[src/rtl/flag_cond_unit.sv]
// Architectural FLAGS register with a PUSHF/POPF save stack and a branch-condition
// evaluator behind a one-deep valid/ready output register.
//
// state | meaning
// IDLE  | no result held, res_valid=0
// HOLD  | result held in res_taken until res_ready
module flag_cond_unit #(
   parameter int STK_DEPTH = 4,
   parameter int STK_AW    = 2
) (
   input  logic       clk,
   input  logic       rst,
   input  logic       flags_we,
   input  logic       sf_in,
   input  logic       cf_in,
   input  logic       of_in,
   input  logic       pf_in,
   input  logic       zf_in,
   input  logic       push,
   input  logic       pop,
   input  logic       eval_valid,
   input  logic [3:0] eval_cond,
   output logic       eval_ready,
   output logic       res_valid,
   input  logic       res_ready,
   output logic       res_taken,
   output logic [4:0] flags_out,
   output logic       stk_empty,
   output logic       stk_full,
   output logic       stk_err
);

   typedef enum logic {IDLE, HOLD} state_t;

   state_t            state;
   logic [STK_AW-1:0] sp;
   logic              occ_full;
   logic [4:0]        stk [STK_DEPTH];

   logic [4:0]        flags_in_v;
   logic [STK_AW-1:0] sp_m1;
   logic [4:0]        stk_top;
   logic              push_ok;
   logic              pop_ok;
   logic              stk_bad;
   logic [4:0]        eff;
   logic              accept;

   function automatic logic cond_true(input logic [4:0] f, input logic [3:0] c);
      logic s, cy, o, p, z, base;
      {s, cy, o, p, z} = f;
      base = 1'b0;
      case (c[3:1])
         3'd0: base = o;
         3'd1: base = cy;
         3'd2: base = z;
         3'd3: base = cy | z;
         3'd4: base = s;
         3'd5: base = p;
         3'd6: base = s ^ o;
         3'd7: base = z | (s ^ o);
         default: base = 1'b0;
      endcase
      return base ^ c[0];
   endfunction

   // sp alone cannot tell empty from full once it wraps; occ_full disambiguates
   assign stk_full   = occ_full && (sp == '0);
   assign stk_empty  = !occ_full && (sp == '0);

   assign flags_in_v = {sf_in, cf_in, of_in, pf_in, zf_in};
   assign sp_m1      = sp - STK_AW'(1);
   assign stk_top    = stk[sp_m1];
   assign push_ok    = push && !pop && !stk_full;
   assign pop_ok     = pop && !push && !stk_empty;
   assign stk_bad    = (push && pop) || (push && stk_full) || (pop && stk_empty);
   assign eff        = pop_ok ? stk_top : (flags_we ? flags_in_v : flags_out);
   assign eval_ready = !res_valid || res_ready;
   assign accept     = eval_valid && eval_ready;

   always_ff @(posedge clk) begin
      if (!rst && push_ok)
         stk[sp] <= flags_out;
   end

   always_ff @(posedge clk) begin
      if (rst) begin
         flags_out <= '0;
         sp        <= '0;
         occ_full  <= 1'b0;
         stk_err   <= 1'b0;
         state     <= IDLE;
         res_valid <= 1'b0;
         res_taken <= 1'b0;
      end else begin
         if (push_ok) begin
            sp <= sp + STK_AW'(1);
            if (sp == STK_AW'(STK_DEPTH - 1))
               occ_full <= 1'b1;
         end else if (pop_ok) begin
            sp       <= sp_m1;
            occ_full <= 1'b0;
         end
         if (stk_bad)
            stk_err <= 1'b1;

         if (pop_ok)
            flags_out <= stk_top;
         else if (flags_we)
            flags_out <= flags_in_v;

         case (state)
            IDLE: begin
               if (accept) begin
                  state     <= HOLD;
                  res_valid <= 1'b1;
                  res_taken <= cond_true(eff, eval_cond);
               end
            end
            HOLD: begin
               if (accept) begin
                  res_taken <= cond_true(eff, eval_cond);
               end else if (res_ready) begin
                  state     <= IDLE;
                  res_valid <= 1'b0;
               end
            end
            default: begin
               state     <= IDLE;
               res_valid <= 1'b0;
            end
         endcase
      end
   end

endmodule

[config.mk]
export PLATFORM = sky130hd
export DESIGN_NAME = flag_cond_unit
export DESIGN_NICKNAME = d
export VERILOG_FILES = /design/src/rtl/flag_cond_unit.sv
export SDC_FILE = /design/constraint.sdc
export NUM_CORES = 1
export LEC_CHECK = 0
export BUFFER_PORTS_ARGS = -buffer_cell sky130_fd_sc_hd__buf_4
export CORE_MARGIN = 2
export CORE_UTILIZATION = 55
export DETAILED_ROUTE_END_ITERATION = 8
export PLACE_DENSITY = 0.78
export SLEW_MARGIN = 40
export SYNTH_ARGS = -nofsm -noshare
export SYNTH_HDL_FRONTEND = slang
export SYNTH_SLANG_ARGS = --single-unit
[constraint.sdc]
create_clock -name clk -period 4.19 [get_ports clk]
set_clock_uncertainty 0.2 [all_clocks]
set_input_delay 0.419 -clock clk [delete_from_list [all_inputs] [get_ports clk]]
set_output_delay 0.419 -clock clk [all_outputs]
set_load 0.1 [all_outputs]
### Yosys cells after proc, flatten, opt, wreduce, memory -nomap -nowiden

Memory sizes are Yosys's and may differ from the RTL's.
Cells that the tools add are included.

| cells by class | value |
|---|---|
| muxes and demuxes | 26 |
| add/subtract/negate cells | 2 |
| bitwise logic cells | 6 |
| equality and inequality tests | 13 |
| reductions and logical operators | 27 |

Operator list:

| operator | count |
|---|---|
| $mux 1 | 18 |
| $eq 3x3->1 const B | 4 |
| $logic_and 1x1->1 | 11 |
| $mux 5 | 2 |
| $pmux 1 s8 | 1 |
| $logic_not 1->1 | 7 |
| $eq 3x2->1 const B | 2 |
| $ne 2x2->1 const B | 3 |
| $pmux 1 s2 | 3 |
| $mux 2 | 2 |
| $ne 2x1->1 const B | 2 |
| $reduce_and 2->1 | 2 |
| $eq 3x1->1 const B | 1 |
| $logic_not 3->1 | 1 |
| $logic_or 1x1->1 | 3 |
| $reduce_and 3->1 | 1 |
| $xor 1x1->1 | 3 |
| $add 2x1->2 const B | 1 |
| $eq 2x2->1 const B | 1 |
| $logic_not 2->1 | 1 |
| $or 1x1->1 | 2 |
| $reduce_bool 2->1 | 1 |
| $sub 2x1->2 const B | 1 |
| $not 1->1 | 1 |

| word-level totals | value |
|---|---|
| word-level logic and storage cells | 82 |
| memories kept | 1 |
| memory bits (writable) | 20 |
| output and inout bits | 11 |
| register bits after elaboration | 12 |
| input port bits | 16 |

Memories:

| memory | depth | bits a word | rd ports | clocked after Yosys merged registers in | wr ports | line | RTL |
|---|---|---|---|---|---|---|---|
| stk | 4 | 5 | 1 | 0 | 1 | 38 | `logic [4:0] stk [STK_DEPTH];` |

### Longest topological paths before layout

| depth | value |
|---|---|
| word-level depth | 14 |
| depth in mapped cells | 10 |
| depth with buffers taken out | 8 |

### Least setup slack after synthesis

OpenSTA, ideal clock, no wires.

| timing path | value |
|---|---|
| kind | register to register |
| from | register sp[0] |
| to | register res_taken |
| required time | 3.917 ns |
| buffers on the path | 2 |
| setup slack | 0.847 ns |
| library setup time | 0.073 ns |
| clock period less this slack | 3.343 ns |
| data arrival time | 3.070 ns |
| stages on the path, launching flop included | 11 |
| path through | dfxtp_1 > buf_6 > inv_1 > ha_1 > nor2b_1 > clkbuf_1 > nand2b_1 > mux2i_2 > o211ai_1 > or4_1 > o211ai_2 |

| on the way | value |
|---|---|
| longest elaborated chain between the ends | 14 |
| elaborated cells between the ends (all ways) | 21 |
| classes of those cells | add/sub (1); mux (10); bitwise (5); reduce/logical (4); memory (1) |

RTL lines:

| what | line | RTL |
|---|---|---|
| from (decl) | 36 | `logic [STK_AW-1:0] sp;` |
| from (signal assigned) | 97 | `sp <= sp + STK_AW'(1);` |
| from (signal assigned) | 101 | `sp <= sp_m1;` |
| $logic_not 2->1 * | 69 | `assign stk_empty = !occ_full && (sp == '0);` |
| $logic_and 1x1->1 * | 69 |  |
| net stk_empty | 28 | `output logic stk_empty,` |
| $logic_not 1->1 * | 75 | `assign pop_ok = pop && !push && !stk_empty;` |
| $logic_and 1x1->1 * | 75 |  |
| $mux 5 * | - |  |
| $xor 1x1->1 | 60, 61 |  |
| $or 1x1->1 | 61 | `3'd7: base = z \| (s ^ o);` |
| $pmux 1 s8 * | 53 | `case (c[3:1])` |
| $mux 1 * | 114, 121 |  |
| $mux 1 | 112 | `case (state)` |
| $mux 1 | 87 | `if (rst) begin` |
| $xor 1x1->1 | 64 | `return base ^ c[0];` |
| $mux 1 (on tied branches) | 121, 114 |  |
| $pmux 1 s2 * | 112 |  |
| to (signal assigned) | 117 | `res_taken <= cond_true(eff, eval_cond);` |
| to (signal assigned) | 122 | `res_taken <= cond_true(eff, eval_cond);` |
| to (decl) | 26 | `output logic res_taken,` |

Mark *: on every way through the listed nets, which the timed path passes. The rest lies on a longest branch. The select of a mux whose other input is x is not followed.
A chain may end at the register's enable or synchronous reset.

### Worst setup path after layout

| timing path | value |
|---|---|
| from | register sp[0] |
| to | register res_taken |

| on the way | value |
|---|---|
| longest elaborated chain between the ends | 14 |
| elaborated cells between the ends (all ways) | 21 |
| classes of those cells | add/sub (1); mux (10); bitwise (5); reduce/logical (4); memory (1) |

RTL lines:

| what | line |
|---|---|
| branches (longest 4 deep; another with $mem_v2 4x5) | - |
| $mux 5 * | - |
| $xor 1x1->1 | 60, 61 |
| $or 1x1->1 | 61 |
| $pmux 1 s8 * | 53 |
| $mux 1 * | 114, 121 |
| $mux 1 | 112 |
| $mux 1 | 87 |
| $xor 1x1->1 | 64 |
| $mux 1 (on tied branches) | 121, 114 |
| $pmux 1 s2 * | 112 |

Every way passes the cells marked *. The select of a mux whose other input is x is not followed.

==> flow_metrics.py <==
metrics = {
    "status": {
        "status": "completed",
    },
    "placed_design": {
        "gp_congestion": 0.828,
        "place_inst": 176,
        "place.port_buffers": 26,
        "place_hpwl_um": 2400,
    },
    "yosys": {
        "ys_seq_elements": 32,
        "synth_edf_count": 20,
        "async_flop_share_pct": 0,
        "ys_types": 37,
        "synth_xor_area_share_pct": 1.65,
        "synth_top_family_by_area": "multiplexers",
        "netlist.area_leader.share_pct": 37.8,
        "yosysSeqAreaShare_pct": 52.9,
        "yosys-top-cells-area": "edfxtp_1 38%, dfxtp_1 15%, mux4_1 5.0%",
        "synth_adder_area_share_pct": 4.72,
        "synthesis.area_um2": 1590,
        "yosysTopAreaCell": "edfxtp_1",
        "yosys_most_used_dff": "edfxtp_1",
        "synth_simple_gate_area_share_pct": 12.7,
        "avgSynthCellArea_um2": 12.5,
        "syn_inst": 127,
        "yosysWarnings": 0,
        "synth_compound_area_share_pct": 10.6,
        "synth_fp_nets": 149,
        "synthMuxAreaShare_pct": 13.4,
    },
    "worst_setup_path": {
        "worstSetupStartpoint": "sp[0]$_SDFFE_PP0P_",
        "arrival_ns": 3.15,
        "crit_type": "flip-flop to flip-flop",
        "start_kind": "flip-flop",
        "crit-reg2reg-launch": "sp[0]$_SDFFE_PP0P_",
        "crit_required_ns": 4.26,
        "critPathMaxFanout": 9,
        "rrSetupSlack_ns": 1.12,
        "crit_path_end": "res_taken$_SDFFE_PP0P_",
        "worstSetupEndpointType": "flip-flop",
        "r2r_cells": 8,
        "reg2reg_to": "res_taken$_SDFFE_PP0P_",
    },
    "die": {
        "rows": 19,
        "core_area_um2": 2760,
        "ios": 27,
        "dieArea_um2": 3340,
        "die_w_um": 57.8,
        "die_y_um": 57.8,
        "initial_utilization_pct": 57.6,
    },
    "global_routing": {
        "grt_max_degree": 13,
        "grt_pass1_vias": 1093,
        "grt.met2_usage_pct": 33.4,
        "grt_pass1_wl_um": 5020,
        "grt.overflow.total": 0,
        "track_usage_pct": 21.0,
        "antenna_found_initial": 0,
        "met1_usage_pct": 24.9,
        "busiest_layer": "met2",
        "grt_util_met3_pct": 6.25,
    },
    "clocking": {
        "cts-resized-gates": 0,
        "insertion_delay_ns": 0.33,
        "cts.sinks": 32,
        "cts_setup_buffers": 0,
        "htreeDepth": 2,
        "ctsHoldBuffers": 0,
        "clock_path_buffers": 2,
        "cts_buffers": 5,
        "clk_pin_slew_ns": 0.10,
        "cts_tree": "done",
        "clockRootBuffer": "clkbuf_4",
    },
    "hold_path": {
        "min_path_type": "primary input to flip-flop",
        "holdPathStages": 2,
        "worstHoldStart": "rst",
    },
    "cells_and_area": {
        "fillers": 202,
        "drive_gt1_share_pct": 28.8,
        "mostFrequentLayoutCells": "26 x buf_4, 20 x edfxtp_1, 12 x dfxtp_1, 9 x nor2_1, 7 x inv_1",
        "seqCellArea_um2": 841,
        "layout_commonest_cell": "buf_4",
        "multi_input_area_um2": 684,
        "n_antenna_cell": 0,
        "nets": 174,
        "final_cell_count_no_fill": 184,
        "area_delta_synth_final_pct": 16.7,
    },
    "sta": {
        "worst_pin_slew_ns": 0.584,
        "finalSetupViolCount": 0,
        "period_share_pct": 73.4,
        "relSlewSlack_pct": 61.0,
        "finalHoldViolCount": 0,
        "grt_setup_unrepaired": "no",
        "fin_tns_setup_ns": 0,
        "min_period_ns": 3.07,
        "timing.final.max_slew_violations": 0,
        "fmax_mhz": 325,
    },
    "detailed_routing": {
        "first_pass_iters": 4,
        "wl_per_cell_um": 17.5,
        "drt_iter0_drc": 20,
        "wl_um": 3210,
        "drc_errors": 0,
        "via_per_inst": 6.05,
        "ant_nets": 0,
        "vias": 1114,
    },
    "power": {
        "p_leak_nw": 0.749,
        "power_mw": 0.794,
        "powerDensity_nw_per_um2": 428,
        "peakVddDrop_v": 0.000292,
    },
    "job": {
        "drv_cap": 0,
    },
}
-- flip-flops by register name, summed over array words and instances (netlist names) --
name	cells
state	1
stk	20
flags_out	5
res_taken	1
stk_err	1
sp	2
occ_full	1
res_valid	1
-- power breakdown --
part | switching, mW | internal [mW]
clock | 0.100 | 0.0986
sequential | 0.0185 | 0.353
combinational | 0.150 | 0.0734
-- routing by layer --
layer / wire, µm / part of all wire, % / vias to the layer above
met5: 0 / 0 / -
met4: 89 / 2.8 / 0
met3: 173 / 5.4 / 10
met2: 1640 / 51 / 36
met1: 1310 / 41 / 545
li1: - / - / 523
-- stage by stage --
step	hold WS (ns)	util, %	setup WS, ns	instance area (µm²)
3_5_place_dp	0.277	64.7	1.16	1790
5_1_grt	0.145	67.2	0.955	1850
6_report	0.166	67.2	1.12	1850
4_1_cts	0.145	67.2	1.15	1850
2_1_floorplan	0.267	-	0.847	1590
3_3_place_gp	0.273	64.7	1.32	1790
-- area by class of cell --
cell class              instances  share of cell area [%]
flip-flops and latches         32                    45.3
multi-input cells              80                    36.9
well taps                      31                    2.09
inverters                       7                    1.42
clock buffers                   8                    3.71
repair buffers                 26                    10.5
-- worst max-delay path, cell delays in order (launching register included) --
cell and delay, ns:
dfxtp_1 0.45, inv_1 0.15, ha_1 0.30, nor2b_1 0.53, nand2b_1 0.27, mux2i_2 0.34
o211ai_1 0.19, or4_1 0.45, o211ai_2 0.14
-- worst min path at each step --
stage | slack [ns] | to
floorplan | 0.27 | state$_SDFF_PP0_
global placement | 0.27 | stk_err$_SDFFE_PP0P_
detailed placement | 0.28 | stk_err$_SDFFE_PP0P_
CTS | 0.15 | flags_out[2]$_SDFF_PP0_
global route | 0.15 | flags_out[2]$_SDFF_PP0_
finish | 0.17 | flags_out[2]$_SDFF_PP0_
-- logic make-up after synthesis --
group	after synthesis
adders and majority gates	6
AOI/OAI and AO/OA	22
muxes	13
xor gates and xnor gates	3
buffers and inverters	15
and+or+nand+nor	36
DFF	32
-- Yosys cell counts (2+ instances only) --
| cell | n |
|---|---|
| and3_1 | 2 |
| a21oi_1 | 3 |
| mux4_2 | 2 |
| o2111ai_1 | 2 |
| nor3_1 | 3 |
| inv_1 | 7 |
| mux2_2 | 4 |
| a22oi_1 | 3 |
| clkbuf_1 | 6 |
| nor2b_1 | 3 |
| and2_1 | 5 |
| edfxtp_1 | 20 |
| ha_1 | 6 |
| o21ai_0 | 4 |
| xnor2_1 | 2 |
| nand2_1 | 2 |
| o211a_1 | 2 |
| a31oi_1 | 2 |
| mux4_1 | 3 |
| mux2i_1 | 3 |
| nor2_1 | 9 |
| a32oi_1 | 2 |
| nand2b_1 | 5 |
| or3_1 | 3 |
| dfxtp_1 | 12 |
(Power assumes the default switching activity.)
